`src/rtl/mmio_unit.sv`:
```
// Memory-mapped I/O responder on the data-memory port: switch input, LED output,
// free-running cycle counter and sticky halt status, all served with one-cycle load latency.
module mmio_unit #(
    parameter logic [31:0] BASE    = 32'h0000_0100,
    parameter logic [5:0]  HALT_OP = 6'b111111
) (
    input  logic        sysclk,
    input  logic        rstd,
    input  logic [7:0]  sw,
    input  logic [5:0]  op_w,
    input  logic [31:0] mem_addr,
    input  logic [31:0] mem_wdata,
    input  logic        mem_we,
    input  logic        mem_re,
    output logic [31:0] rdata,
    output logic        hit,
    output logic [7:0]  led,
    output logic [31:0] count,
    output logic        halted
);

    logic [7:0]  sw_meta_reg;
    logic [7:0]  sw_sync_reg;
    logic [7:0]  led_reg;
    logic [31:0] count_reg;
    logic [31:0] rdata_reg;
    logic        hit_reg;
    logic        halted_reg;

    // One select line per register; exact 32-bit compare so misaligned addresses miss.
    logic [3:0]  sel;
    genvar gi;
    generate
        for (gi = 0; gi < 4; gi = gi + 1) begin : g_decode
            assign sel[gi] = (mem_addr == (BASE + 32'(4 * gi)));
        end
    endgenerate

    logic        mapped;
    logic        halt_now;
    logic [31:0] read_next;

    assign mapped   = |sel;
    assign halt_now = (op_w == HALT_OP);

    always_comb begin
        read_next = 32'd0;
        if (sel[0]) read_next = {24'd0, sw_sync_reg};
        if (sel[1]) read_next = {24'd0, led_reg};
        if (sel[2]) read_next = count_reg;
        if (sel[3]) read_next = {31'd0, halted_reg};
    end

    always_ff @(posedge sysclk) begin
        if (!rstd) sw_meta_reg <= 8'd0;
        else       sw_meta_reg <= sw;
    end

    always_ff @(posedge sysclk) begin
        if (!rstd) sw_sync_reg <= 8'd0;
        else       sw_sync_reg <= sw_meta_reg;
    end

    // A store in the halt cycle still lands because halted_reg is not yet set.
    always_ff @(posedge sysclk) begin
        if (!rstd)                                 led_reg <= 8'd0;
        else if (mem_we && sel[1] && !halted_reg) led_reg <= mem_wdata[7:0];
    end

    always_ff @(posedge sysclk) begin
        if (!rstd)                          count_reg <= 32'd0;
        else if (!halted_reg && !halt_now) count_reg <= count_reg + 32'd1;
    end

    always_ff @(posedge sysclk) begin
        if (!rstd)        halted_reg <= 1'b0;
        else if (halt_now) halted_reg <= 1'b1;
    end

    // Load data reflects pre-edge state, giving read-before-write on LED.
    always_ff @(posedge sysclk) begin
        if (!rstd)       rdata_reg <= 32'd0;
        else if (mem_re) rdata_reg <= mapped ? read_next : 32'd0;
    end

    always_ff @(posedge sysclk) begin
        if (!rstd) hit_reg <= 1'b0;
        else       hit_reg <= mem_re && mapped;
    end

    assign rdata  = rdata_reg;
    assign hit    = hit_reg;
    assign led    = led_reg;
    assign count  = count_reg;
    assign halted = halted_reg;

endmodule

```
`config.mk`:
```
export PLATFORM = sky130hd
export DESIGN_NAME = mmio_unit
export DESIGN_NICKNAME = d
export VERILOG_FILES = /design/src/rtl/mmio_unit.sv
export SDC_FILE = /design/constraint.sdc
export NUM_CORES = 1
export LEC_CHECK = 0
export ABC_AREA = 1
export CAP_MARGIN = 10
export CORE_ASPECT_RATIO = 2
export CORE_MARGIN = 4
export CORE_UTILIZATION = 35
export CTS_CLUSTER_SIZE = 25
export DETAILED_ROUTE_END_ITERATION = 10
export DONT_BUFFER_PORTS = 1
export GPL_ROUTABILITY_DRIVEN = 0
export PLACE_DENSITY = 0.53
export SLEW_MARGIN = 20
export SYNTH_ARGS = -nofsm -noshare
export SYNTH_HDL_FRONTEND = slang
export SYNTH_SLANG_ARGS = --single-unit
```
`constraint.sdc`:
```
create_clock -name sysclk -period 1.65 [get_ports sysclk]
set_input_delay 0.33 -clock sysclk [delete_from_list [all_inputs] [get_ports sysclk]]
set_output_delay 0.33 -clock sysclk [all_outputs]
set_load 0.02 [all_outputs]
```
==> qor.txt <==
OUTCOME
------------------------------------------------------------------------------------------
Outcome                                                                       finished clean

DETAILED ROUTING
------------------------------------------------------------------------------------------
Via-per-instance ratio                                                               4.829
Total wire length                                                             11,820 microns
Pre-Repair DR Iteration Count                                                            4
Number of DRC violations after detailed-routing iteration 0                            160
Routed wire per std cell                                                      14.45 microns
Via count of the routed design                                                       3,950
Count of antenna-violating nets left after detailed routing                              0
Post-detailed-route DRC marker count                                                     0

CTS
------------------------------------------------------------------------------------------
Total clock sinks                                                                       90
Number of buffers on the longest clock path                                              2
Clk_lat worst skew                                                                 0.34 ns
Total of hold buffers inserted after clock tree synthesis                                0
Clock edge transition at the registers on the reported setup and hold paths        0.07 ns
# resized after CTS                                                                      0
Setup Fix Bufs, Post-CTS                                                                 0
Depth of the CTS H-tree                                                                  3
Total clock buffers created by CTS                                                       9
Root buffer cell                                                                 clkbuf_16
TritonCTS clock tree                                                                  done

SYNTHESIS
------------------------------------------------------------------------------------------
Proportion of synthesized area in mux cells                                              0
Top_reg_cell synth                                                                 dfxtp_1
Number of unique standard cell types used by synthesis                                  40
Complex-gate fraction of the synthesized area                                       0.1099
XOR/XNOR share of the synthesized area                                             0.02668
Fraction of the mapped netlist area in adder cells                                0.002932
Synth warn                                                                               0
Number of enable flip-flop cells after synthesis                                         0
Post-Syn Area                                                                   4268 sq um
Post-synthesis sequential area ratio                                                0.4222
Post-synthesis instance total                                                          629
Number of storage elements in the synthesis netlist                                     90
Ys async rst share                                                                       0
Mean Syn Cell Area                                                             6.785 sq um
Simple-gate share of the synthesized area                                           0.3418
Syn_nets                                                                               712
Combinational family with the most area after synthesis                       simple AND/OR/NAND/NOR gates

FLOORPLAN
------------------------------------------------------------------------------------------
Number of standard-cell rows in the floorplan                                           56
Core footprint                                                                11,840 sq um
I/O pin cnt                                                                            156
Vertical die dimension                                                        164.2 microns
Width of the die                                                              86.08 microns
Starting Density                                                                    0.3604
Total die area                                                                14,130 sq um

GLOBAL ROUTING
------------------------------------------------------------------------------------------
First-pass GRT wire length                                                    18,930 microns
Maximum number of pins on one net before global-route repair                            40
Via count of the first global-routing pass                                           3,894
Global route overflow                                                                    0
GRT Overall Usage                                                                   0.1708
Number of antenna violations at the first check in global routing                        0

WORST SETUP PATH
------------------------------------------------------------------------------------------
Reg-to-reg startpoint                                                            count[12]
Worst path slowest cell                                                            dfxtp_1
Data required time at the worst endpoint                                           1.89 ns
Worst Path Class, Setup                                                       flip-flop to flip-flop
Reg-to-reg endpoint                                                              count[31]
Data arrival at the endpoint of the critical path                                  1.80 ns
Count of buffer and inverter cells on the critical path                                  0
Critical path capture point type                                                 flip-flop
List of cells traversed by the critical path                                  nand2_1 > nor2_1 > nand3_1 > nor2_1 > nand3_2 > nor2_1 > nand2_1 > and3_1
Number of gates on the worst path with buffers counted                                   8
Internal reg-to-reg setup slack                                                    0.08 ns
Startpoint type of the worst setup path                                          flip-flop
Maximum fanout along the worst path                                                      4
Delay of the slowest critical-path stage                                           0.39 ns
Library cell appearing most often on the critical path                              nor2_1
Family of cells with the greatest summed delay on the critical path           simple AND/OR/NAND/NOR gates
Depth of the worst register-to-register path                                             8

POWER
------------------------------------------------------------------------------------------
Power density of the placed cells                                             904.5 nW/um^2
Peak ir drop on the vdd network                                                0.0005079 V
Total power                                                                     0.004607 W
Static Leak                                                                       2.056 nW

TIMING
------------------------------------------------------------------------------------------
Worst slew margin                                                                   0.7186
Setup repair after global routing missed its margin                                   true
Timing-limited maximum frequency                                                0.6379 GHz
Sum Neg Setup Slack                                                                   0 ns
WHS                                                                             0.08242 ns
Final Max Tran Viols                                                                     0
Endpoints failing hold                                                                   0
Transition time at the pin with the least slew margin                            0.4221 ns
Final min period                                                                  1.568 ns
Worst Clk Skew                                                                 0.008703 ns
Period utilization                                                                  0.9501
Final setup violating endpoints                                                          0

LAYOUT
------------------------------------------------------------------------------------------
Count of antenna diodes in the layout                                                    0
Most common cell after layout, fill and taps aside                                 nand2_1
Share of final-layout standard cells stronger than drive strength 1                 0.1605
Cell area after layout                                                          5094 sq um
Area delta synth->final                                                             19.35%
Final net count                                                                        751
Most frequent cells in the layout                                             210 x nand2_1, 90 x dfxtp_1, 70 x inv_1
Final Util                                                                          0.4302

HOLD PATH
------------------------------------------------------------------------------------------
Start point of the worst min-delay path                                               rstd
Hold-critical path depth                                                                 2
Hold Crit Class                                                               input pin to flip-flop
Worst hold path endpoint                                                      sw_meta_reg[5]

PLACEMENT
------------------------------------------------------------------------------------------
Input/output buffers                                                                     0
Placed standard-cell area                                                       4732 sq um
Post-DP HPWL                                                                  9148 microns

FLOW RUN
------------------------------------------------------------------------------------------
Max_cap viols                                                                            0

==> area by class of cell <==
cell class	count	area [sq um]
clock buffers	10	239.0
clock inverters	6	87.58
fillers	1261	6748
inverters	79	296.5
multi-input cells	437	2092
flip-flops and latches	90	1802
well taps	145	181.4
repair buffers	51	395.4
==> worst reg2reg max path: cells and delay by family (launching register included) <==
kind | cells | cell delay [ns]
AND/OR/NAND/NOR | 8 | 1.06
flip-flops | 1 | 0.39
==> synthesized netlist by cell type (2+ instances only) <==
library cell,number,area share
dfxtp_1,90,0.42
nor2_4,2,0.0053
o21ai_2,2,0.0041
nor2_2,7,0.010
buf_4,2,0.0035
nand2_1,211,0.19
nand4_1,6,0.0088
xnor2_1,2,0.0041
inv_1,70,0.062
nand2_2,3,0.0044
nor3_1,19,0.022
a21oi_2,2,0.0041
o21ai_0,16,0.019
nand3_1,24,0.028
clkinv_1,3,0.0026
inv_2,6,0.0053
buf_6,2,0.0053
nor2_1,48,0.042
clkbuf_1,13,0.011
a21oi_1,65,0.076
xor2_1,11,0.023
buf_2,5,0.0059
nand3b_1,3,0.0053
==> power by group <==
part | total [W] | internal, W | switching (W) | leakage [nW]
clock network | 0.00223 | 0.00137 | 0.000858 | 0.163
logic | 0.000169 | 0.0000545 | 0.000115 | 1.16
registers | 0.00221 | 0.00220 | 0.0000108 | 0.729
total | 0.00461 | 0.00362 | 0.000984 | 2.06
==> metal layers <==
layer | vias up | part of all wire | global-route usage
met5 | - | 0 | 0
met3 | 19 | 0.058 | 0.04217
met4 | 0 | 0.027 | 0.07853
met1 | 1769 | 0.35 | 0.1681
met2 | 119 | 0.57 | 0.3247
li1 | 2043 | - | -
==> how the worst max path moves through the flow <==
stage	end	slack [ns]	startpoint
global placement	count[10]	0.03	op_w[4]
detailed placement	count[10]	-0.02	op_w[2]
global route	count[26]	-0.009	count[17]
CTS	count[28]	0.04	count[1]
floorplan	count[10]	0.002	count[1]
finish	count[31]	0.08	count[12]
==> metrics by stage <==
stage                     cells  worst slack (ns)
after floorplan             629          0.002178
after global placement      802           0.02530
after detailed placement    802          -0.01573
after CTS                   818           0.04475
after global routing        818         -0.009083
final                       818           0.08240
==> cells by family after synthesis <==
| kind of cell | after synthesis |
|---|---|
| buffers and inverters | 102 |
| and+or+nand+nor | 334 |
| AOI/OAI and AO/OA | 89 |
| xor gates and xnor gates | 13 |
| DFF | 90 |
| adders and majority gates | 1 |
No activity file was read; power rests on OpenSTA's default activity.
